[src/rtl/mult_div_pkg.sv]
// Shared encodings for the iterative multiply/divide unit: op codes, FSM states
// and the divide-by-zero quotient.
package mult_div_pkg;

    localparam int MD_DATA_W = 32;

    typedef enum logic [1:0] {
        MD_MULT  = 2'b00,
        MD_MULTU = 2'b01,
        MD_DIV   = 2'b10,
        MD_DIVU  = 2'b11
    } md_op_e;

    typedef enum logic [1:0] {
        S_IDLE = 2'b00,
        S_CALC = 2'b01,
        S_FIX  = 2'b10
    } md_state_e;

    localparam logic [MD_DATA_W-1:0] DIV0_QUOT = {MD_DATA_W{1'b1}};

    function automatic logic op_is_signed(input md_op_e op);
        return (op == MD_MULT) || (op == MD_DIV);
    endfunction

    function automatic logic op_is_div(input md_op_e op);
        return (op == MD_DIV) || (op == MD_DIVU);
    endfunction

endpackage

[src/rtl/mult_div_unit_datapath.sv]
// One radix-2 iteration per step: shift-add multiply or restoring divide.
// acc holds {upper/remainder, lower/multiplier-or-quotient}.
module md_datapath #(
    parameter int W = 32
) (
    input  logic           clk,
    input  logic           rst,
    input  logic           load,
    input  logic           step,
    input  logic           is_div,
    input  logic [W-1:0]   load_lo,
    input  logic [W-1:0]   load_opnd,
    output logic [2*W-1:0] acc
);

    logic [2*W-1:0] acc_r;
    logic [W-1:0]   opnd_r;
    logic [2*W-1:0] acc_next_s;
    logic [W:0]     sum_s;
    logic [W:0]     shifted_s;
    logic [W+1:0]   diff_s;

    // Next accumulator value for one iteration of the selected operation
    always_comb begin
        acc_next_s = acc_r;
        sum_s      = {1'b0, acc_r[2*W-1:W]} + (acc_r[0] ? {1'b0, opnd_r} : {(W+1){1'b0}});
        shifted_s  = {acc_r[2*W-1:W], acc_r[W-1]};
        diff_s     = {1'b0, shifted_s} - {2'b00, opnd_r};
        if (is_div) begin
            // No borrow means the divisor fits: keep the difference, shift in a 1
            if (!diff_s[W+1]) begin
                acc_next_s = {diff_s[W-1:0], acc_r[W-2:0], 1'b1};
            end else begin
                acc_next_s = {shifted_s[W-1:0], acc_r[W-2:0], 1'b0};
            end
        end else begin
            acc_next_s = {sum_s, acc_r[W-1:1]};
        end
    end

    // Accumulator and operand registers
    always_ff @(posedge clk or negedge rst) begin
        if (!rst) begin
            acc_r  <= {(2*W){1'b0}};
            opnd_r <= {W{1'b0}};
        end else if (load) begin
            acc_r  <= {{W{1'b0}}, load_lo};
            opnd_r <= load_opnd;
        end else if (step) begin
            acc_r  <= acc_next_s;
        end
    end

    assign acc = acc_r;

endmodule

[src/rtl/mult_div_unit.sv]
// Iterative 32-bit MULT/MULTU/DIV/DIVU unit with architectural HI/LO, busy and done.
// Operands are made positive at issue; the sign is restored in the FIX cycle.
module mult_div_unit
    import mult_div_pkg::*;
#(
    parameter int DATA_W = MD_DATA_W
) (
    input  logic              clk,
    input  logic              rst,
    input  logic              start,
    input  logic [1:0]        op,
    input  logic [DATA_W-1:0] src_a,
    input  logic [DATA_W-1:0] src_b,
    input  logic              mthi,
    input  logic              mtlo,
    output logic [DATA_W-1:0] hi,
    output logic [DATA_W-1:0] lo,
    output logic              busy,
    output logic              done
);

    localparam int CNT_W = $clog2(DATA_W);
    localparam logic [CNT_W-1:0] CNT_LAST = CNT_W'(DATA_W - 1);

    function automatic logic [DATA_W-1:0] abs_of(input logic [DATA_W-1:0] v, input logic sgn);
        return (sgn && v[DATA_W-1]) ? -v : v;
    endfunction

    md_state_e           state_r, state_s;
    logic [CNT_W-1:0]    cnt_r;
    md_op_e              op_r;
    logic                neg_q_r, neg_r_r, div0_r;
    logic [DATA_W-1:0]   a_r;
    logic [DATA_W-1:0]   hi_r, lo_r;
    logic                busy_r, done_r;
    logic [2*DATA_W-1:0] acc_s, prod_s;
    logic [DATA_W-1:0]   res_hi_s, res_lo_s;
    logic [DATA_W-1:0]   abs_a_s, abs_b_s;
    logic                launch_s, in_signed_s, in_div_s;

    assign in_signed_s = op_is_signed(md_op_e'(op));
    assign in_div_s    = op_is_div(md_op_e'(op));
    assign launch_s    = (state_r == S_IDLE) && start;
    assign abs_a_s     = abs_of(src_a, in_signed_s);
    assign abs_b_s     = abs_of(src_b, in_signed_s);

    md_datapath #(.W(DATA_W)) u_datapath (
        .clk       (clk),
        .rst       (rst),
        .load      (launch_s),
        .step      (state_r == S_CALC),
        .is_div    (op_is_div(op_r)),
        .load_lo   (in_div_s ? abs_a_s : abs_b_s),
        .load_opnd (in_div_s ? abs_b_s : abs_a_s),
        .acc       (acc_s)
    );

    // Next-state logic
    always_comb begin
        state_s = state_r;
        case (state_r)
            S_IDLE: begin
                if (start) state_s = S_CALC;
                else       state_s = S_IDLE;
            end
            S_CALC: begin
                if (cnt_r == CNT_LAST) state_s = S_FIX;
                else                   state_s = S_CALC;
            end
            S_FIX:   state_s = S_IDLE;
            default: state_s = S_IDLE;
        endcase
    end

    // Sign fix-up and divide-by-zero override of the raw magnitude result
    always_comb begin
        prod_s   = neg_q_r ? -acc_s : acc_s;
        res_hi_s = prod_s[2*DATA_W-1:DATA_W];
        res_lo_s = prod_s[DATA_W-1:0];
        if (op_is_div(op_r)) begin
            if (div0_r) begin
                res_lo_s = DATA_W'(DIV0_QUOT);
                res_hi_s = a_r;
            end else begin
                res_lo_s = neg_q_r ? -acc_s[DATA_W-1:0] : acc_s[DATA_W-1:0];
                res_hi_s = neg_r_r ? -acc_s[2*DATA_W-1:DATA_W] : acc_s[2*DATA_W-1:DATA_W];
            end
        end else begin
            res_hi_s = prod_s[2*DATA_W-1:DATA_W];
            res_lo_s = prod_s[DATA_W-1:0];
        end
    end

    // FSM state, iteration counter and issue-time bookkeeping
    always_ff @(posedge clk or negedge rst) begin
        if (!rst) begin
            state_r <= S_IDLE;
            cnt_r   <= {CNT_W{1'b0}};
            op_r    <= MD_MULT;
            neg_q_r <= 1'b0;
            neg_r_r <= 1'b0;
            div0_r  <= 1'b0;
            a_r     <= {DATA_W{1'b0}};
        end else begin
            state_r <= state_s;
            if (launch_s) begin
                cnt_r   <= {CNT_W{1'b0}};
                op_r    <= md_op_e'(op);
                neg_q_r <= in_signed_s & (src_a[DATA_W-1] ^ src_b[DATA_W-1]);
                neg_r_r <= in_signed_s & src_a[DATA_W-1];
                div0_r  <= (src_b == {DATA_W{1'b0}});
                a_r     <= src_a;
            end else if (state_r == S_CALC) begin
                cnt_r   <= cnt_r + CNT_W'(1);
            end
        end
    end

    // Architectural HI/LO plus registered busy/done
    always_ff @(posedge clk or negedge rst) begin
        if (!rst) begin
            hi_r   <= {DATA_W{1'b0}};
            lo_r   <= {DATA_W{1'b0}};
            busy_r <= 1'b0;
            done_r <= 1'b0;
        end else begin
            busy_r <= (state_s != S_IDLE);
            done_r <= (state_r == S_FIX);
            if (state_r == S_FIX) begin
                hi_r <= res_hi_s;
                lo_r <= res_lo_s;
            end else if (state_r == S_IDLE) begin
                if (mthi) hi_r <= src_a;
                if (mtlo) lo_r <= src_a;
            end
        end
    end

    assign hi   = hi_r;
    assign lo   = lo_r;
    assign busy = busy_r;
    assign done = done_r;

endmodule
[config.mk]
export PLATFORM = sky130hd
export DESIGN_NAME = mult_div_unit
export DESIGN_NICKNAME = d
export VERILOG_FILES = /design/src/rtl/mult_div_pkg.sv /design/src/rtl/mult_div_unit_datapath.sv /design/src/rtl/mult_div_unit.sv
export SDC_FILE = /design/constraint.sdc
export NUM_CORES = 1
export LEC_CHECK = 0
export ABC_AREA = 1
export CAP_MARGIN = 20
export CORE_MARGIN = 1.5
export CORE_UTILIZATION = 40
export CTS_BUF_LIST = sky130_fd_sc_hd__clkbuf_4 sky130_fd_sc_hd__clkbuf_8
export CTS_CLUSTER_SIZE = 10
export DETAILED_ROUTE_END_ITERATION = 16
export GPL_ROUTABILITY_DRIVEN = 0
export PLACE_DENSITY = 0.55
export RECOVER_POWER = 50
export SLEW_MARGIN = 10
export SYNTH_ARGS = -nofsm -noshare
export SYNTH_HDL_FRONTEND = slang
export SYNTH_SLANG_ARGS = --single-unit
[constraint.sdc]
create_clock -name clk -period 3.27 [get_ports clk]
set_input_delay 0.4905 -clock clk [delete_from_list [all_inputs] [get_ports clk]]
set_output_delay 0.4905 -clock clk [all_outputs]
set_load 0.03 [all_outputs]
== Word level (Yosys, flattened, before mapping) ==
Index checks and enable logic that the tools add are counted.
Widths: inputs -> output; s select.
Word-level totals
  flip-flop bits (word level): 206
  logic and storage cells: 74
Cells by class
  add/sub/neg operators: 8
  equality and inequality tests: 7
  multiplexer cells: 27
  bitwise gates (word level): 3
  reduce and logical (&&, ||, !) cells: 16
Operators with widths (count)
  $mux 32: 17
  $mux 64: 5
  $neg 32->32: 4
  $neg 64->64: 1
  $sub 33x32->34: 1
  $add 32x33->33: 1
  $logic_not 32->1: 1
  $eq 2x2->1 const B: 5
  $mux 5: 2
  $reduce_bool 2->1: 5
  $add 5x1->5 const B: 1
  $eq 5x5->1 const B: 1
  $logic_not 2->1: 2
  $pmux 2 s2: 1
  $reduce_and 2->1: 2
  $logic_and 1x1->1: 3
  $logic_or 1x1->1: 3
  $and 1x1->1: 2
  $eq 2x1->1 const B: 1
  $mux 2: 1
  $mux 1: 1
  $xor 1x1->1: 1

== Longest topological paths before layout ==
Gate-level depths: netlist (run 1).
  word-level depth: 6
  mapped depth: 20

== Cells and area by module ==
From an unflattened synthesis (run 1), not the netlist that was laid out.
Second synthesis, totals
  cell total of the unflattened synthesis: 3463
  area, all modules: 20458.4 um^2
Modules (own cells, without submodules)
  mult_div_unit: instances 1, cells an instance 1828, area an instance 10741.6 um^2
  md_datapath: instances 1, cells an instance 1635, area an instance 9716.8 um^2

== Worst setup path before layout (run 1) ==
Ideal clock, no wire load.
  path kind: reg-to-reg
  from: register u_datapath.acc_r[0], in the netlist u_datapath.acc[0]
  to: register u_datapath.acc_r[53], in the netlist u_datapath.acc[53]
  library setup time: 116 ps
  arrival time: 2371 ps
  path slack: 782 ps
  cell stages (with the launch flop): 20
  buffers on the path: 2
  cell sequence: dfrtp_1 > buf_6 > clkbuf_1 > nand2_1 > inv_1 > ha_1 > inv_1 > fa_1 > o21ai_1 > nand2_1 > nand2_1 > nand2_1 > nand2_1 > nand2_1 > nand3_1 > nand3_1 > nand2_1 > inv_1 > nand2_1 > nand2_1
On the way
  cells in the longest elaborated chain, start to end: 5
Ends and longest elaborated chain
  start: declaration: line mult_div_unit_datapath.sv:16  | logic [2*W-1:0] acc_r;
  start signal: assignment: line mult_div_unit_datapath.sv:44  | acc_r <= {(2*W){1'b0}};
  start signal: assignment: line mult_div_unit_datapath.sv:47  | acc_r <= {{W{1'b0}}, load_lo};
  start signal: assignment: line mult_div_unit_datapath.sv:50  | acc_r <= acc_next_s;
  $mux 32: line mult_div_unit_datapath.sv:26  | sum_s = {1'b0, acc_r[2*W-1:W]} + (acc_r[0] ? {1'b0, opnd_r} : {(W+1){1'b0}});
  $add 32x33->33: line mult_div_unit_datapath.sv:26
  $mux 64: line mult_div_unit_datapath.sv:29  | if (is_div) begin
  $mux 64: line mult_div_unit_datapath.sv:49  | end else if (step) begin
  $mux 64: line mult_div_unit_datapath.sv:46  | end else if (load) begin
No other way between the ends. The select of a mux whose other input is x is not followed.
A chain may end at the register's enable or synchronous reset.

== Final worst setup path (run 1) ==
  from: register u_datapath.acc_r[47], in the netlist u_datapath.acc[47]
  to: register u_datapath.acc_r[0], in the netlist u_datapath.acc[0]
On the way
  cells in the longest elaborated chain, start to end: 5
Ends and longest elaborated chain
  $sub 33x32->34: line mult_div_unit_datapath.sv:28  | diff_s = {1'b0, shifted_s} - {2'b00, opnd_r};
  $mux 64: line mult_div_unit_datapath.sv:31  | if (!diff_s[W+1]) begin
  $mux 64: line mult_div_unit_datapath.sv:29
  $mux 64: line mult_div_unit_datapath.sv:49
  $mux 64: line mult_div_unit_datapath.sv:46
No other way between the ends. The select of a mux whose other input is x is not followed.

==> impl_metrics.toml, run 1 <==
[outcome]
run_status = "finished with violations"
failing_checks = "capacitance limit, slew limit"

[detailed_routing]
wire_per_inst_um = 22.3
routed-via-count = 23800
detail_route.drc_violations = 0
first_iter_violations = 2880
dr_pass1_iterations = 6
ant_nets = 0
drt-vias-per-instance = 5.68
route.final.wire_length_um = 93300

[setup_path]
worstPathRequired_ns = 3.77
worst_flop_to_flop_path_endpoint = "u_datapath.acc[0]$_DFFE_PN0P_"
r2r-start = "u_datapath.acc[47]$_DFFE_PN0P_"
kind_of_critical_path = "reg2reg"
cp_max_fo = 36
worst-r2r-cell-count = 13
startpoint_type = "register"
worstSetupStartpoint = "u_datapath.acc[47]$_DFFE_PN0P_"
critical-path-top-delay-family = "simple AND/OR/NAND/NOR gates"
crit_slowest_cell = "dfrtp_1"
slowest_delay_ns = 0.55
path_cells = "ha_1, nand2_1, nor2_1, inv_1, o21bai_2, inv_2, nand2_2, nand2_4, nand2_8, nor2_8, inv_2, nand2_1, a22oi_1"
critical_path_arrival_ns = 3.45
critPathBufInv = 3
ff2ff_setup_slack_ns = 0.32
worstSetupEndpointType = "register"

[synthesis]
synth.largest_area_cell = "dfrtp_1"
synth_area_leaders = "dfrtp_1 26%, nand2_1 19%, nor2_1 9.0%"
mean_post_synth_cell_area_um2 = 5.89
postSynthNetCount = 3498
synth_seq_area_share_pct = 26.0
netlist.area_leader.share_pct = 26.0
ys_ff_latch = 205
netlist_instances = 3355
post_synth_num_cell_types = 59
synth_warnings = 0
syn_area_um2 = 19800

[sta]
tightestPinTransition_ns = 2.28
report.final.setup_viol = 0
worst_clock_skew_ns = 0.0348
report.final.slew_viol_count = 80
layout_setup_ws_ns = 0.315
achievable-frequency_mhz = 338
fin_setup_tns_ns = 0
grt_setup_unrepaired = "no"
min_period_over_period_pct = 90.4
final.min_clock_period_ns = 2.95
hold_viol = 0
timing.hold.ws_ns = 0.489
max_slew_margin_pct = -51.8

[place]
placed_area_um2 = 22100
port_buffers = 136
preCtsSetupSlack_ns = 0.440
place_hpwl_um = 73400

[cells_and_area]
final_instance_area_um2 = 23100
post_layout_net_count = 3633
area.growth.synth_to_final_pct = 16.9
mostFrequentLayoutCell = "nand2_1"
most_frequent_cells_in_the_layout = "995 x nand2_1, 470 x nor2_1, 404 x inv_1, 293 x nand3_1, 256 x o21ai_0"
layout-drive-gt1-share_pct = 6.36
num_antenna_cells = 0

[die]
core_area_um2 = 48800
placementRows = 81
die_w_um = 225
floorplan.die.height_um = 225
initial_core_util_pct = 40.4
num_io_pins = 137
die_area_um2 = 50700

[clock_tree]
post-cts-setup-buffer-count = 0
clkSlewWorstSetupHoldPaths_ns = 0.07
h-tree-depth = 2
cts_repair_resize_count = 0
maximum_clock_path_buffer_count = 3
clockRootBuffer = "clkbuf_8"
cts.sinks = 205
cts_inserted_buffers = 42
later_pin_clock_latency_in_the_skew_report_ns = 0.66
tritoncts = "yes"

[min_path]
holdCritPathClass = "reg2reg"
holdPathStages = 2
worstHoldEndpoint = "a_r[27]$_DFFE_PN0P_"
hold_path_startpoint = "a_r[27]$_DFFE_PN0P_"

[power_and_ir_drop]
max-vdd-ir-drop_mv = 0.557
finalPower_mw = 29.3
power.static_leakage_nw = 11.3
pwr_density_cell_nw_per_um2 = 1270

[grt]
grt_antenna_before_repair = 1
grt-ovfl-total = 0
largest_net_degree_at_the_start_of_global_routing = 100
globalRouteTotalUtil_pct = 36.5
grt_pass1_vias = 22100
grt_pass1_wl_um = 137000

[job]
max_cap_viol_count = 1
## timing repair
action | in CTS | in global routing
hold buffers | 1 | 0
endpoints found under the hold margin | 75 | 0
endpoints found under the setup margin | 0 | 0
## flip-flops by register name (all words and copies together), names as in the netlist
signal,cells
lo,32
u_datapath.opnd_r,32
busy,1
op_r,1
hi,32
neg_r_r,1
done,1
div0_r,1
a_r,32
neg_q_r,1
state_r,2
u_datapath.acc,64
cnt_r,5
## Yosys cell counts, drive strengths merged
cell        n
a21o        4
nor3       24
nand2    1004
o21ai     303
a22oi      10
buf        33
or2         9
dfrtp     205
fa          2
and2        4
inv       416
o21a        3
nand3b     11
o211ai     40
xnor2      16
a22o        2
a31oi       3
o22ai       3
o2111ai     1
a21boi      2
a211oi      1
nor2      490
o21bai      9
nand3     295
o221ai      4
ha         70
nand4      52
xor2       47
nor4        4
clkbuf     89
nand2b      1
a21oi     193
o41ai       1
clkinv      3
a221oi      1
## worst register-to-register path, delay by kind of cell (launching register included)
family	cells	cell delay, ns
AOI/OAI and AO/OA	2	0.54
and+or+nand+nor	7	0.91
adders and majority gates	1	0.44
buffers and inverters	3	0.37
DFF	1	0.55
## kinds of logic after synthesis
family                     count (synthesis)  share of synthesized area [%]
adders and majority gates                 72                           4.64
xor gates and xnor gates                  63                           2.79
DFF                                      205                           26.0
AOI/OAI and AO/OA                        580                           16.1
buffers and inverters                    541                           10.6
and+or+nand+nor                         1894                           39.9
## final cells by class
class	instances	area (µm²)
repair buffers	213	2010
flip-flops and latches	205	5130
inverters	419	1580
well taps	664	831
clock inverters	17	191
clock buffers	60	782
multi-input cells	2609	12600
fillers	5376	25800
## through the flow
stage / cells / utilization, %
global placement: 4109 / 45.3
detailed placement: 4109 / 45.3
global route: 4187 / 47.3
finish: 4187 / 47.3
CTS: 4187 / 47.3
floorplan: 3355 / -
## worst max-delay path by stage
| stage | cells past startpoint | end | slack [ns] |
|---|---|---|---|
| floorplan | 19 | u_datapath.acc[53]$_DFFE_PN0P_ | 0.78 |
| global placement | 18 | u_datapath.acc[60]$_DFFE_PN0P_ | 0.45 |
| detailed placement | 18 | u_datapath.acc[60]$_DFFE_PN0P_ | 0.44 |
| CTS | 13 | u_datapath.acc[0]$_DFFE_PN0P_ | 0.44 |
| global route | 13 | u_datapath.acc[0]$_DFFE_PN0P_ | 0.21 |
| finish | 13 | u_datapath.acc[0]$_DFFE_PN0P_ | 0.32 |
## power breakdown
part           switching (mW)  internal (mW)
Sequential               1.48           3.85
Combinational            14.0           6.67
Clock                    1.43           1.81
Total                    16.9           12.3
## routing by layer
| metal | GRT usage, % | part of all wire [%] | vias up |
|---|---|---|---|
| li1 | - | - | 11100 |
| met1 | 50.5 | 42 | 11100 |
| met2 | 52.9 | 41 | 1380 |
| met3 | 7.78 | 11 | 230 |
| met4 | 19.4 | 6.0 | 4 |
| met5 | 0 | 0.026 | - |
(Power assumes the default switching activity.)
==> inputs of run 2 (changes only) <==
--- a/config.mk
+++ b/config.mk
@@ -7,13 +7,15 @@
 export LEC_CHECK = 0
 export ABC_AREA = 1
 export CAP_MARGIN = 20
+export CELL_PAD_IN_SITES_DETAIL_PLACEMENT = 0
+export CELL_PAD_IN_SITES_GLOBAL_PLACEMENT = 1
 export CORE_MARGIN = 1.5
 export CORE_UTILIZATION = 40
 export CTS_BUF_LIST = sky130_fd_sc_hd__clkbuf_4 sky130_fd_sc_hd__clkbuf_8
 export CTS_CLUSTER_SIZE = 10
 export DETAILED_ROUTE_END_ITERATION = 16
 export GPL_ROUTABILITY_DRIVEN = 0
-export PLACE_DENSITY = 0.55
+export PLACE_DENSITY = 0.75
 export RECOVER_POWER = 50
 export SLEW_MARGIN = 10
 export SYNTH_ARGS = -nofsm -noshare
==> impl_metrics.toml, run 2 (synthesis gave the netlist of run 1 again) <==
[cells_and_area]
most_frequent_cells_in_the_layout = "995 x nand2_1, 469 x nor2_1, 405 x inv_1, 293 x nand3_1, 256 x o21ai_0"
mostFrequentLayoutCell = "nand2_1"
layout-drive-gt1-share_pct = 6.60
num_antenna_cells = 0
ff_latch_area_um2 = 5130
nFillCells = 5364
area.growth.synth_to_final_pct = 17.3
post_layout_net_count = 3642
final_cells = 4195
largest_register_ffs = 64
multi_input_comb_area_um2 = 12600

[grt]
largest_net_degree_at_the_start_of_global_routing = 96
grt-ovfl-total = 0
grt_pass1_wl_um = 140000
grt_pass1_vias = 22200
globalRouteTotalUtil_pct = 37.4
grt_antenna_before_repair = 2

[sta]
report.final.slew_viol_count = 82
layout_setup_ws_ns = 0.150
grt_setup_unrepaired = "no"
max_slew_margin_pct = -58.7
achievable-frequency_mhz = 321
fin_setup_tns_ns = 0
min_period_over_period_pct = 95.4
final.min_clock_period_ns = 3.12
tightestPinTransition_ns = 2.38
worst_clock_skew_ns = 0.0531
report.final.setup_viol = 0
hold_viol = 0

[clock_tree]
cts.sinks = 205
tritoncts = "yes"
cts_repair_resize_count = 0
cts-hold-fix-buffers = 1
cts_inserted_buffers = 41
later_pin_clock_latency_in_the_skew_report_ns = 0.65
maximum_clock_path_buffer_count = 3
clkSlewWorstSetupHoldPaths_ns = 0.06
clockRootBuffer = "clkbuf_8"
h-tree-depth = 2
post-cts-setup-buffer-count = 0

[detailed_routing]
route.final.wire_length_um = 95500
drt-vias-per-instance = 5.67
routed-via-count = 23800
met2WireLength_um = 39800
ant_nets = 0
wl_met3_um = 11000
first_iter_violations = 3016
drt-met1-wl_um = 39100
wire_per_inst_um = 22.8
dr.max_layer_used = "met5"
detail_route.drc_violations = 0
dr_pass1_iterations = 6

[setup_path]
cp_max_fo = 36
path_cells = "inv_1, ha_1, nand2_1, nand2_1, nand2_1, nand2_1, nand2_1, nand3_2, nand2_1, nand2_2, nand2_4, nand2_8, nor2_8, inv_2, nand2_1, a22oi_1"
kind_of_critical_path = "reg2reg"
crit_slowest_cell = "a22oi_1"
slowest_delay_ns = 0.53
ff2ff_setup_slack_ns = 0.15
critical_path_arrival_ns = 3.54
worstPathRequired_ns = 3.69
worstSetupEndpointType = "register"
worst_path_most_repeated_cell = "nand2_1"
startpoint_type = "register"

[job]
max_cap_viol_count = 1

[outcome]
failing_checks = "capacitance limit, slew limit"
run_status = "finished with violations"

[power_and_ir_drop]
max-vdd-ir-drop_mv = 0.745
pwr_density_cell_nw_per_um2 = 1270
power.static_leakage_nw = 11.3

[place]
place_inst = 4119
port_buffers = 136
place_hpwl_um = 76100
preCtsSetupSlack_ns = 0.372

[die]
placementRows = 81
die_area_um2 = 50700
floorplan.die.height_um = 225
die_w_um = 225
core_area_um2 = 48800
initial_core_util_pct = 40.4
num_io_pins = 137

[min_path]
holdCritPathClass = "reg2reg"
## run 2: cell types whose count changed in the layout (fill, tap and decap cells not counted), sizes merged
cell      before  now
clkbuf        65   75
clkinv        13    8
buf           72   79
inv          418  415
clkinvlp       2    1
## run 2: stage by stage
stage / power [mW] / hold slack, ns / util, % / instance area (µm²)
2_1_floorplan: 18.3 / 0.195 / - / 19800
3_3_place_gp: 25.4 / 0.470 / 45.5 / 22200
3_5_place_dp: 25.5 / 0.470 / 45.5 / 22200
4_1_cts: 28.9 / 0.445 / 47.5 / 23200
5_1_grt: 31.6 / 0.525 / 47.4 / 23200
6_report: 29.4 / 0.485 / 47.4 / 23200
## run 2: path summary, 6_finish.rpt
kind,start,end,cells after the start
setup / recovery,u_datapath.opnd_r[2]$_DFFE_PN0P_,u_datapath.acc[0]$_DFFE_PN0P_,16
hold / removal,lo[4]$_DFFE_PN0P_,lo[4]$_DFFE_PN0P_,2
setup reg to reg,u_datapath.opnd_r[2]$_DFFE_PN0P_,u_datapath.acc[0]$_DFFE_PN0P_,16
hold reg to reg,lo[4]$_DFFE_PN0P_,lo[4]$_DFFE_PN0P_,2
max in group asynchronous,rst,op_r[1]$_DFFE_PN0P_,3
min in group asynchronous,rst,done$_DFF_PN0_,2
## run 2: metal layers
| metal | GRT usage (%) | up-vias |
|---|---|---|
| met2 | 55.3 | 1311 |
| met3 | 9.40 | 233 |
| met5 | 0 | - |
| li1 | - | 11100 |
| met1 | 50.3 | 11100 |
| met4 | 19.1 | 4 |
## run 2: worst max-delay path: cells and delay by family (launching register included)
kind	cells	cell delay [ns]
simple gates	12	1.15
compound gates	1	0.53
flops	1	0.44
fa+ha+maj	1	0.40
buf+inv	2	0.34
## run 2: power breakdown
| group | switching [mW] | internal (mW) |
|---|---|---|
| registers | 1.51 | 3.85 |
| logic | 14.1 | 6.73 |
| clock network | 1.34 | 1.90 |
## run 2: layout make-up
class                      count  share of cell area, %
clock inverter                 8                  0.556
timing repair buffer         223                   8.98
clock buffer                  67                   3.71
tap                          664                   3.59
inverter                     419                   6.81
sequential                   205                   22.1
multi-input combinational   2609                   54.2
